File: config.mk
export PLATFORM = sky130hd
export DESIGN_NAME = rs_codeword_collector
export DESIGN_NICKNAME = d
export VERILOG_FILES = /design/src/rtl/rs_pkg.sv /design/src/rtl/rs_cw_bank.sv /design/src/rtl/rs_codeword_collector.sv
export SDC_FILE = /design/constraint.sdc
export NUM_CORES = 1
export LEC_CHECK = 0
export CAP_MARGIN = 0
export CORE_MARGIN = 2
export CORE_UTILIZATION = 50
export DETAILED_ROUTE_END_ITERATION = 8
export GPL_ROUTABILITY_DRIVEN = 0
export PLACE_DENSITY = 0.73
export SYNTH_ARGS = -nofsm -noshare
export SYNTH_HDL_FRONTEND = slang
export SYNTH_HIERARCHICAL = 1
export SYNTH_SLANG_ARGS = --single-unit
File: constraint.sdc
create_clock -name clk -period 8.3 [get_ports clk]
set_clock_uncertainty 0.15 [all_clocks]
set_input_delay 0.83 -clock clk [delete_from_list [all_inputs] [get_ports clk]]
set_output_delay 0.83 -clock clk [all_outputs]
set_load 0.02 [all_outputs]
File: src/rtl/rs_pkg.sv
// Shared constants and types for the RS(18,16) decoder over GF(2^8).
package rs_pkg;

  localparam int N            = 18;
  localparam int K            = 16;
  localparam int T            = 1;
  localparam int SYMBOL_WIDTH = 8;
  localparam int CW_WIDTH     = N * SYMBOL_WIDTH;
  localparam int IDX_WIDTH    = $clog2(N);

  typedef logic [SYMBOL_WIDTH-1:0] symbol_t;

  // First received symbol is the highest-degree coefficient, so it lands at the top slot.
  function automatic logic [IDX_WIDTH-1:0] sym_pos(input logic [IDX_WIDTH-1:0] idx);
    return IDX_WIDTH'(N - 1) - idx;
  endfunction

endpackage

File: src/rtl/rs_cw_bank.sv
// One N-symbol codeword register bank: indexed symbol write, flat vector read.
module rs_cw_bank
  import rs_pkg::*;
(
  input  logic                 clk,
  input  logic                 rst,
  input  logic                 wr_en,
  input  logic [IDX_WIDTH-1:0] wr_pos,
  input  symbol_t              wr_data,
  output logic [CW_WIDTH-1:0]  cw_vec
);

  symbol_t sym_q [N];

  // Write the addressed symbol slot; contents persist until overwritten.
  always_ff @(posedge clk or posedge rst) begin
    if (rst) begin
      for (int j = 0; j < N; j++) sym_q[j] <= '0;
    end else begin
      for (int j = 0; j < N; j++) begin
        if (wr_en && (wr_pos == IDX_WIDTH'(j))) sym_q[j] <= wr_data;
      end
    end
  end

  for (genvar j = 0; j < N; j++) begin : g_flat
    assign cw_vec[j*SYMBOL_WIDTH +: SYMBOL_WIDTH] = sym_q[j];
  end

endmodule

File: src/rtl/rs_codeword_collector.sv
// Serial-to-parallel codeword collector with a ping-pong double buffer feeding
// the syndrome stage through a valid/ready handshake.
// Optional build macro: FRAME_CHECK_EN enables in_last framing checks and frame_err.
module rs_codeword_collector
  import rs_pkg::*;
(
  input  logic                clk,
  input  logic                rst,
  input  logic [7:0]          in_symbol,
  input  logic                in_valid,
  output logic                in_ready,
  input  logic                in_last,
  output logic [CW_WIDTH-1:0] cw_data,
  output logic                cw_valid,
  input  logic                cw_ready,
  output logic                frame_err
);

  logic [IDX_WIDTH-1:0] idx;
  logic                 wr_bank;
  logic                 rd_bank;
  logic [1:0]           full;
  logic [1:0]           full_nxt;

  logic                 accept;
  logic                 last_beat;
  logic                 complete;
  logic                 wrap;
  logic                 release_cw;
  logic [IDX_WIDTH-1:0] wr_pos;
  logic [CW_WIDTH-1:0]  bank0_vec;
  logic [CW_WIDTH-1:0]  bank1_vec;

  assign accept     = in_valid & in_ready;
  assign last_beat  = (idx == IDX_WIDTH'(N - 1));
  assign release_cw = cw_valid & cw_ready;
  assign wr_pos     = sym_pos(idx);

`ifdef FRAME_CHECK_EN
  logic frame_bad;
  logic frame_err_q;

  // A codeword counts only when the count and the in_last marker agree.
  assign complete  = accept & last_beat & in_last;
  assign frame_bad = accept & (last_beat ^ in_last);
  assign wrap      = accept & (last_beat | in_last);

  // One-cycle pulse following a framing violation.
  always_ff @(posedge clk or posedge rst) begin
    if (rst) frame_err_q <= 1'b0;
    else     frame_err_q <= frame_bad;
  end

  assign frame_err = frame_err_q;
`else
  logic unused_in_last;

  assign unused_in_last = in_last;
  assign complete       = accept & last_beat;
  assign wrap           = complete;
  assign frame_err      = 1'b0;
`endif

  // Fill and release may both land in the same cycle; they always touch different banks.
  always_comb begin
    full_nxt = full;
    if (release_cw) full_nxt[rd_bank] = 1'b0;
    if (complete)   full_nxt[wr_bank] = 1'b1;
  end

  // Symbol index, bank pointers and occupancy flags.
  always_ff @(posedge clk or posedge rst) begin
    if (rst) begin
      idx     <= '0;
      wr_bank <= 1'b0;
      rd_bank <= 1'b0;
      full    <= 2'b00;
    end else begin
      if (wrap) begin
        idx <= '0;
        if (complete) wr_bank <= ~wr_bank;
      end else if (accept) begin
        idx <= idx + 1'b1;
      end
      if (release_cw) rd_bank <= ~rd_bank;
      full <= full_nxt;
    end
  end

  rs_cw_bank u_bank0 (
    .clk     (clk),
    .rst     (rst),
    .wr_en   (accept & ~wr_bank),
    .wr_pos  (wr_pos),
    .wr_data (in_symbol),
    .cw_vec  (bank0_vec)
  );

  rs_cw_bank u_bank1 (
    .clk     (clk),
    .rst     (rst),
    .wr_en   (accept & wr_bank),
    .wr_pos  (wr_pos),
    .wr_data (in_symbol),
    .cw_vec  (bank1_vec)
  );

  assign in_ready = ~full[wr_bank];
  assign cw_valid = full[rd_bank];
  assign cw_data  = rd_bank ? bank1_vec : bank0_vec;

endmodule

# [Yosys cells after proc, flatten, opt, wreduce, memory -nomap -nowiden]
# Cells that the tools add are included.
[totals] out_inout_bits=147 elab_cells=128 input_bits=13 register_bits=297
[classes] add_sub_neg=2 mux=13 n_bitwise=11 n_eq_ne=18 n_reduce_logical=40 magnitude_cmp=4
[ops] cell="two-way mux 144 bit" n=1
[ops] cell="equality test 5 x 4 -> 1 bit, second input constant" n=8
[ops] cell="logical AND 1 bit" n=38
[ops] cell="equality test 5 x 3 -> 1 bit, second input constant" n=4
[ops] cell="equality test 5 bit, second input constant" n=3
[ops] cell="equality test 5 x 2 -> 1 bit, second input constant" n=2
[ops] cell="two-way mux 5 bit" n=2
[ops] cell="two-way mux 1 bit" n=6
[ops] cell="adder 5 x 1 -> 5 bit, second input constant" n=1
[ops] cell="bitwise AND 1 bit" n=5
[ops] cell="equality test 5 x 1 -> 1 bit, second input constant" n=1
[ops] cell="zero test 5 bit" n=1
[ops] cell="subtractor 5 bit, first input constant" n=1
[ops] cell="< comparator 1 x 2 -> 1 bit, second input constant" n=2
[ops] cell="two-way mux 2 bit" n=2
[ops] cell="inverter 1 bit" n=3
[ops] cell="bitwise AND 2 bit" n=1
[ops] cell="demux 1 bit (select 1 bit)" n=2
[ops] cell=">= comparator 1 bit, second input constant" n=2
[ops] cell="inverter 2 bit" n=1
[ops] cell="bitwise OR 2 bit" n=1
[ops] cell="nonzero test 2 bit" n=1

# [Depth between registers and ports, before layout]
# Gate-level depths: netlist of run 1.
[depth] word_depth=9 depth_mapped=7 ltp_nobuf=6

# [Hierarchy]
# The synthesis of run 1 kept the hierarchy.
[modules_own_cells] module="rs_cw_bank" n_inst=2 cells_each=331 area_each_um2=5599.1
[modules_own_cells] module="rs_codeword_collector" n_inst=1 cells_each=212 area_each_um2=2244.7

# [Worst setup path before layout of run 1]
# Ideal clock, no wire load.
[synth_path] kind="input to register" start="input port in_valid" end="register u_bank0.sym_q (netlist bit u_bank0/cw_vec[24])" path_stages=5 setup_time_ps=125 arrival_time_ps=2483 path_buffers=1 path_slack_ps=5542 cell_sequence="nor3b_1 -> nor4b_4 -> and2b_1 -> buf_6 -> mux2_2"
[synth_via] elab_chain_len=3
[synth_rtl] item="start, declared" line="rs_codeword_collector.sv:10" source="input logic in_valid,"
[synth_rtl] item="bitwise AND 1 bit" line="rs_codeword_collector.sv:34" source="assign accept = in_valid & in_ready;"
[synth_rtl] item="bitwise AND 1 bit" line="rs_codeword_collector.sv:93" source=".wr_en (accept & ~wr_bank),"
[synth_rtl] item="logical AND 1 bit" line="rs_cw_bank.sv:21" source="if (wr_en && (wr_pos == IDX_WIDTH'(j))) sym_q[j] <= wr_data;"
[synth_rtl] item="end signal, assigned by index" line="rs_cw_bank.sv:21"
[synth_rtl] item="end, declared" line="rs_cw_bank.sv:13" source="symbol_t sym_q [N];"
# No other way between the ends.
# A chain may end at the register's enable or synchronous reset.

# [Final worst setup path of run 1]
[layout_path] start="register rd_bank" end="output port cw_data[127]"
[layout_via] elab_chain_len=1
[layout_rtl] item="start, declared" line="rs_codeword_collector.sv:21" source="logic rd_bank;"
[layout_rtl] item="start signal, assigned" line="rs_codeword_collector.sv:85" source="if (release_cw) rd_bank <= ~rd_bank;"
[layout_rtl] item="two-way mux 144 bit" line="rs_codeword_collector.sv:110" source="assign cw_data = rd_bank ? bank1_vec : bank0_vec;"
[layout_rtl] item="end, declared" line="rs_codeword_collector.sv:13" source="output logic [CW_WIDTH-1:0] cw_data,"
# No other way between the ends.

==> impl_metrics.tcl, run 1 <==
set metrics [dict create \
    cts.sinks 297 \
    wl_per_cell_um 21.4 \
    p_sw_w 0.00232 \
    final_cell_mix "mux2_2 (401), dfrtp_1 (296), clkdlybuf4s50_1 (157)" \
    dp_hpwl_um 18000 \
    final_common_cell "mux2_2" \
    cts_tree "yes" \
    root_buffer "clkbuf_16" \
    rsz0062_at_grt "false" \
    cp.arrival_ps 3290 \
    hold_buffers 0 \
    die_w_um 168 \
    seq_power_share_pct 35.2 \
    hp-class "reg2reg" \
    worstMarginPinSlew_ps 1120 \
    coreArea_mm2 0.0267 \
    power_density_mw_per_mm2 428 \
    crit_slowest_cell "dfrtp_4" \
    antennaDiodeCount 0 \
    dieArea_mm2 0.0282 \
    port_buffers 157 \
    hold_slack_ps 349 \
    grt_max_degree 84 \
    slew-limit-headroom_pct 25.1 \
    path_clk_slew_ps 50 \
    placedInstanceArea_mm2 0.0153 \
    first_pass_iters 4 \
    cp.required_ps 7320 \
    row_count 60 \
    crit_buf_inv 2 \
    ioPinCount 160 \
    irDropWorstVdd_v 0.000263 \
    fp.dieH_um 168 \
    p_int_w 0.00463 \
    drv_slew 0 \
    critical_path_class "reg2out" \
    holdPathStages 1 \
    synth_edf_count 0 \
    grt_pass1_vias 8226 \
    via_per_inst 5.52 \
    clkPwrFrac_pct 19.4 \
    ys_seq_elements 297 \
    cts_inserted_buffers 34 \
    synth_cell_types 40 \
    setup_violations 0 \
    pwr-share-comb_pct 45.4 \
    syn-num-nets 890 \
    num-fill-cells 2045 \
    overflow 0 \
    max_cap_violations 0 \
    cp_top_family "buffers and inverters" \
    synth_area_per_cell_um2 15.4 \
    yosys_warnings 6 \
    path_cells "buf_4 -> mux2_2 -> clkdlybuf4s50_1" \
    drt_iter0_drc 403 \
    start_kind "flip-flop" \
    drt_wl_total_um 29800 \
    post_cts_resized 0 \
    vias 7651 \
    fin_tns_setup_ps 0 \
    cts-htree-levels 2 \
    final_area_mm2 0.0163 \
    worst-path-stages 3 \
    reg2reg_from "idx[1]" \
    grt_antenna_before_repair 0 \
    hold_viol 0 \
    min_period_over_period_pct 51.5 \
    start_util_pct 50.4 \
    postCtsSetupRepairBufs 0 \
    crit_path_start "rd_bank" \
    grt_usage_pct 21.4 \
    drive_gt1_share_pct 50.4 \
    swShare_pct 33.4 \
    worstRegToRegCells 6 \
    syn2layout_area_growth_pct 20.9 \
    ys_seq_area_share_pct 55.3 \
    hold_path.startpoint "u_bank0/cw_vec[132]" \
    period_needed_ps 4270 \
    grt_pass1_wl_um 47300 \
    clock_latency_ps 490 \
    outcome "complete, no violations" \
    path_max_fanout 69 \
    critical-path-max-stage-delay_ps 870 \
    syn-cell-area_mm2 0.0134 \
    report.power.total_w 0.00695 \
    fmax_mhz 234 \
    reg2reg_slack_ps 4740 \
    async_reset_ff_share_pct 100 \
    clk_path_buf_depth 3 \
    drc_errors 0 \
    syn_inst 874 \
    p_leak_nw 7.58 \
    final_antenna_net_count 0 \
    end_kind "output pin" \
    fin_nets 1047 \
    synthFlopType "dfrtp_1" \
]
==> synthesized netlist by cell type (3+ instances only) <==
cell type,instances,area (um^2)
clkbuf_1,17,63.8
nand4_2,4,50.1
nor2_1,5,18.8
mux2_4,32,480
buf_6,9,101
buf_4,3,22.5
nand2_1,5,18.8
inv_1,7,26.3
dfrtp_1,297,7430
nand2_2,18,113
mux2_2,401,4520
nand2b_1,4,25.0
nor2b_1,8,50.1
buf_2,20,100
and4bb_4,4,65.1
and2b_1,6,45.0
ha_1,3,37.5
==> per-stage QoR <==
step / std cells / setup WS (ps) / util (%)
global route: 1387 / 3920 / 61.0
detailed placement: 1336 / 4270 / 57.3
global placement: 1336 / 4290 / 57.3
finish: 1387 / 4030 / 61.0
CTS: 1387 / 4000 / 61.0
floorplan: 874 / 3450 / -
==> worst reg2reg max path, cell delays in order (launching register included) <==
cell      delay, ps
dfrtp_1         540
inv_1           130
ha_1            240
xnor2_1         820
nand4b_1        350
nor2b_1         790
mux2_2          430
==> sequential cells by signal, summed over array words and instances, names as in the netlist <==
register / count
rd_bank: 1
u_bank1/cw_vec: 144
u_bank0/cw_vec: 144
full: 2
wr_bank: 1
idx: 5
==> power by group through the flow <==
stage	logic, W	clock network (W)	registers (W)
after global routing	0.00334	0.00144	0.00254
final	0.00316	0.00135	0.00245
after global placement	0.00313	0	0.00243
after floorplan	0.00211	0	0.00232
after CTS	0.00319	0.00138	0.00245
after detailed placement	0.00316	0	0.00247
==> path summary, 6_finish.rpt <==
kind                                       end
setup / recovery                  cw_data[127]
hold / removal             u_bank0/cw_vec[132]
setup reg to reg           u_bank1/cw_vec[115]
hold reg to reg            u_bank0/cw_vec[132]
max in group asynchronous    u_bank1/cw_vec[4]
min in group asynchronous              full[1]
==> layout make-up <==
class                      instances  area (um^2)  area share [%]
sequential                       297         7440            45.8
tap                              341          427            2.63
multi-input combinational        521         5700            35.0
inverter                           7         36.3           0.223
clock inverter                     4         27.5           0.169
clock buffer                      47          961            5.91
timing repair buffer             170         1670            10.3
==> kinds of logic after synthesis <==
group | count (synthesis) | synth area share [%]
other | 1 | 0.0279
flip-flops | 297 | 55.3
buffers and inverters | 56 | 2.34
AND/OR/NAND/NOR | 69 | 3.94
adder cells (fa/ha/maj) | 3 | 0.279
AO/OA/AOI/OAI | 9 | 0.512
XOR/XNOR | 3 | 0.195
multiplexers | 436 | 37.4
==> per-layer routing <==
| layer | vias up | global-route usage [%] | routed length, um | share of wire (%) |
|---|---|---|---|---|
| met4 | 0 | 4.31 | 386 | 1.3 |
| met3 | 33 | 3.64 | 1170 | 3.9 |
| met1 | 4026 | 30.9 | 14200 | 48 |
| li1 | 3443 | - | - | - |
| met2 | 149 | 34.5 | 14000 | 47 |
| met5 | - | 0 | 0 | 0 |
Note: power is estimated with default switching activity, not from simulation.
==> run 2: changes to the inputs <==
--- a/config.mk
+++ b/config.mk
@@ -10,7 +10,7 @@
 export CORE_UTILIZATION = 50
 export DETAILED_ROUTE_END_ITERATION = 8
 export GPL_ROUTABILITY_DRIVEN = 0
-export PLACE_DENSITY = 0.73
+export PLACE_DENSITY = 0.75
 export SYNTH_ARGS = -nofsm -noshare
 export SYNTH_HDL_FRONTEND = slang
 export SYNTH_HIERARCHICAL = 1
==> constraint.sdc (replaced) <==
create_clock -name clk -period 3.63 [get_ports clk]
set_clock_uncertainty 0.15 [all_clocks]
set_input_delay 0.363 -clock clk [delete_from_list [all_inputs] [get_ports clk]]
set_output_delay 0.363 -clock clk [all_outputs]
set_load 0.02 [all_outputs]
==> run 2 against run 1 <==
Die area unchanged. Sequential share of layout area is 0.42 points lower. Critical path depth increased by 3. Highest routed layer unchanged.
==> impl_metrics.tcl, run 2 (synthesized netlist as in run 1, its figures left out) <==
set metrics [dict create \
    outcome "complete, no violations" \
    port_buffers 157 \
    p_leak_nw 7.65 \
    postCtsSetupRepairBufs 0 \
    root_buffer "clkbuf_16" \
    drt_iter0_drc 352 \
    drc_errors 0 \
    period_needed_ps 3240 \
    fin_tns_setup_ps 0 \
    syn2layout_area_growth_pct 22.0 \
    grt_pass1_wl_um 47700 \
    grt_antenna_before_repair 0 \
    antennaDiodeCount 0 \
    hp-class "in2async" \
    critical_path_class "reg2reg" \
    ioPinCount 160 \
    fin_nets 1049 \
    max_cap_violations 0 \
    clk_path_buf_depth 3 \
    drt_wl_total_um 29800 \
    grt_max_degree 145 \
    final_antenna_net_count 0 \
    path_max_fanout 12 \
    hold_slack_ps 103 \
    hold_buffers 0 \
    min_period_over_period_pct 89.3 \
    final_common_cell "mux2_2" \
    setup_violations 0 \
    grt_usage_pct 21.5 \
    wl_per_cell_um 21.3 \
    end_kind "flip-flop" \
    cp.required_ps 3920 \
    fmax_mhz 309 \
    hold_viol 0 \
    power_density_mw_per_mm2 980 \
    coreArea_mm2 0.0267 \
    worstMarginPinSlew_ps 1080 \
    cts_tree "yes" \
    row_count 60 \
    slew-limit-headroom_pct 27.7 \
    first_pass_iters 4 \
    fp.dieH_um 168 \
    final_cell_mix "mux2_2 (401), dfrtp_1 (296), clkdlybuf4s50_1 (157)" \
    start_kind "flip-flop" \
    path_clk_slew_ps 60 \
    drv_slew 0 \
    overflow 0 \
    cts_inserted_buffers 31 \
    dieArea_mm2 0.0282 \
    die_w_um 168 \
    drive_gt1_share_pct 51.1 \
    grt_pass1_vias 8024 \
    rsz0062_at_grt "false" \
    start_util_pct 50.4 \
    post_cts_resized 0 \
    cts.sinks 297 \
    via_per_inst 5.49 \
    cp.arrival_ps 3530 \
    irDropWorstVdd_v 0.000700 \
    vias 7680 \
    clock_latency_ps 560 \
    dp_hpwl_um 17500 \
    cts-htree-levels 1 \
]
==> run 2: layout make-up <==
| class | instances | area (um^2) |
|---|---|---|
| Clock inverter | 12 | 130 |
| Clock buffer | 46 | 922 |
| Timing Repair Buffer | 175 | 1760 |
| Sequential cell | 297 | 7440 |
| Fill cell | 2048 | 10200 |
| Multi-Input combinational cell | 521 | 5700 |
| Inverter | 7 | 33.8 |
| Tap cell | 341 | 427 |
==> run 2: power by group <==
group	internal [W]	switching (W)	leakage [nW]
sequential	0.00478	0.000720	3.92
clock	0.00190	0.00131	0.520
combinational	0.00401	0.00335	3.21
total	0.0107	0.00538	7.65
==> run 2: final timing paths <==
kind,endpoint,slack (ps),start,cells after the start
min in group clk,rd_bank,340,cw_ready,2
max in group asynchronous,u_bank1/cw_vec[21],2230,rst,3
worst min register to register,u_bank0/cw_vec[16],350,u_bank0/cw_vec[16],1
worst max-delay path,u_bank1/cw_vec[123],390,idx[1],6
worst min-delay path,full[1],100,rst,2
worst max register to register,u_bank1/cw_vec[123],390,idx[1],6
==> run 2: metrics by stage <==
step | worst slack (ps) | total power [W] | cell area (um^2) | cells | utilization (%)
finish | 389 | 0.0161 | 16400 | 1399 | 61.5
global route | 190 | 0.0169 | 16400 | 1399 | 61.5
CTS | 459 | 0.0162 | 16400 | 1399 | 61.5
detailed placement | 469 | 0.0129 | 15300 | 1341 | 57.6
global placement | 558 | 0.0128 | 15300 | 1341 | 57.6
floorplan | 997 | 0.0101 | 13500 | 874 | -
==> run 2: layer usage <==
metal | global-route usage [%] | vias to the layer above | routed length (um) | part of all wire (%)
li1 | - | 3473 | - | -
met1 | 32.1 | 4005 | 14100 | 47
met2 | 33.5 | 163 | 13800 | 46
met3 | 3.53 | 39 | 1290 | 4.3
met4 | 4.39 | 0 | 544 | 1.8
met5 | 0 | - | 0 | 0
==> run 2: worst max-delay path, cell delays in order, from the launching register on <==
cell and delay [ps]:
dfrtp_1 530, inv_1 110, ha_1 230, xnor2_1 820
nand4b_1 360, nor2_2 510, mux2_2 400
==> run 3: changes to the inputs <==
--- a/config.mk
+++ b/config.mk
@@ -7,10 +7,10 @@
 export LEC_CHECK = 0
 export CAP_MARGIN = 0
 export CORE_MARGIN = 2
-export CORE_UTILIZATION = 50
+export CORE_UTILIZATION = 35
 export DETAILED_ROUTE_END_ITERATION = 8
 export GPL_ROUTABILITY_DRIVEN = 0
-export PLACE_DENSITY = 0.75
+export SKIP_CTS_REPAIR_TIMING = 1
 export SYNTH_ARGS = -nofsm -noshare
 export SYNTH_HDL_FRONTEND = slang
 export SYNTH_HIERARCHICAL = 1
==> run 3 against run 2 <==
Hold slack better by 46 ps. Non-clock buffer count up 13. Die area rose by 42%. Clock-buffer cell count grew 4. Core utilization is 17 points lower. Global-route usage is 4.8 points lower. Total power grew 3.4%. Critical endpoint is now cw_data[22]. Largest power group unchanged.
==> impl_metrics.tcl, run 3 (synthesized netlist as in run 1, its figures left out) <==
set metrics [dict create \
    pwr-share-comb_pct 44.7 \
    grt_pass1_wl_um 50600 \
    cts_inserted_buffers 35 \
    dp_hpwl_um 20300 \
    critical_path_class "reg2out" \
    cts-htree-levels 2 \
    grt_usage_pct 16.8 \
    final_cell_mix "mux2_2 (401), dfrtp_1 (296), clkdlybuf4s50_1 (157)" \
    crit_slowest_cell "dfrtp_4" \
    power_density_mw_per_mm2 983 \
    final_common_cell "mux2_2" \
    die_w_um 200 \
    fin_nets 1066 \
    final_area_mm2 0.0169 \
    grt_max_degree 81 \
    path_cells "buf_4 -> mux2_2 -> clkdlybuf4s50_1" \
    clock_latency_ps 500 \
    dieArea_mm2 0.0400 \
    fp.dieH_um 200 \
    max_cap_violations 0 \
    regArea_mm2 0.00744 \
    p_leak_nw 7.80 \
    period_needed_ps 3140 \
    hold_viol 0 \
    worstRegToRegCells 7 \
    irDropWorstVdd_v 0.000570 \
    clkPwrFrac_pct 21.8 \
    drc_errors 0 \
    min_period_over_period_pct 86.6 \
    grt_pass1_vias 8119 \
    crit_buf_inv 2 \
    rsz0062_at_grt "false" \
    fmax_mhz 318 \
    slew-limit-headroom_pct 54.0 \
    antennaDiodeCount 0 \
    final_antenna_net_count 0 \
    placedInstanceArea_mm2 0.0157 \
    drv_slew 0 \
    swShare_pct 32.9 \
    clk_path_buf_depth 3 \
    cts_tree "yes" \
    row_count 71 \
    reg2reg_slack_ps 890 \
    timing.rr.end "u_bank1/cw_vec[25]" \
    fin_tns_setup_ps 0 \
    coreArea_mm2 0.0378 \
    via_per_inst 4.89 \
    vias 7738 \
    cp_top_family "buffers and inverters" \
    end_kind "output pin" \
    drt_wl_total_um 33100 \
    critical-path-max-stage-delay_ps 850 \
    seq_power_share_pct 33.5 \
    cp.required_ps 3120 \
    multi_input_area_mm2 0.00570 \
    path_max_fanout 34 \
    drive_gt1_share_pct 51.7 \
    worstMarginPinSlew_ps 688 \
    first_pass_iters 4 \
    drt_iter0_drc 222 \
    num-fill-cells 3442 \
    path_clk_slew_ps 50 \
    cp.arrival_ps 2630 \
    grt_antenna_before_repair 0 \
    wl_per_cell_um 20.9 \
    p_int_w 0.0112 \
    ioPinCount 160 \
    start_kind "flip-flop" \
    port_buffers 157 \
    p_sw_w 0.00547 \
    setup_violations 0 \
    root_buffer "clkbuf_16" \
    outcome "complete, no violations" \
    cts.sinks 297 \
    hp-class "in2async" \
    overflow 0 \
    reg2reg_from "idx[1]" \
    syn2layout_area_growth_pct 25.8 \
    start_util_pct 35.6 \
]
==> run 3: power groups by stage <==
stage	logic [W]	clock network [W]	registers, W
detailed placement	0.00750	0	0.00564
global route	0.00792	0.00386	0.00578
CTS	0.00755	0.00372	0.00559
floorplan	0.00483	0	0.00531
global placement	0.00746	0	0.00557
finish	0.00743	0.00362	0.00557
==> run 3: layer usage <==
| metal | GRT usage, % | share of wire, % | vias up |
|---|---|---|---|
| met5 | 0 | 0 | - |
| met4 | 3.21 | 1.1 | 0 |
| met2 | 26.0 | 45 | 139 |
| met3 | 3.09 | 4.4 | 31 |
| met1 | 24.7 | 50 | 4073 |
| li1 | - | - | 3495 |
==> run 3: worst reg2reg max path, cell delays in order, from the launching register on <==
cell	delay, ps
dfrtp_1	540
inv_1	110
ha_1	230
xnor2_1	120
buf_4	180
nor4b_4	460
and2b_1	450
mux2_2	380
==> run 3: layout make-up <==
cell class / instances / share of cell area [%]
clock buffer: 50 / 6.12
timing repair buffer: 188 / 11.3
sequential: 297 / 44.0
clock inverter: 9 / 0.895
tap: 511 / 3.78
inverter: 7 / 0.200
multi-input combinational: 521 / 33.7
==> run 3: through the flow <==
stage | hold WS (ps) | util (%) | instances | worst slack, ps | power, W
after global placement | 331 | 41.6 | 1524 | 760 | 0.0130
after global routing | 165 | 44.8 | 1583 | 373 | 0.0176
after detailed placement | 337 | 41.6 | 1524 | 725 | 0.0131
after floorplan | 40.9 | - | 874 | 997 | 0.0101
after CTS | 150 | 44.8 | 1583 | 431 | 0.0169
final | 149 | 44.8 | 1583 | 488 | 0.0166
==> run 3: how the worst max path moves through the flow <==
stage                  start                  end  slack (ps)  cells past startpoint
finish               rd_bank          cw_data[22]         490                      3
global route         rd_bank          cw_data[19]         370                      3
CTS                  rd_bank          cw_data[19]         430                      3
detailed placement  in_valid   u_bank1/cw_vec[29]         730                      6
global placement    in_valid   u_bank0/cw_vec[31]         760                      6
floorplan             idx[1]  u_bank0/cw_vec[120]        1000                      6
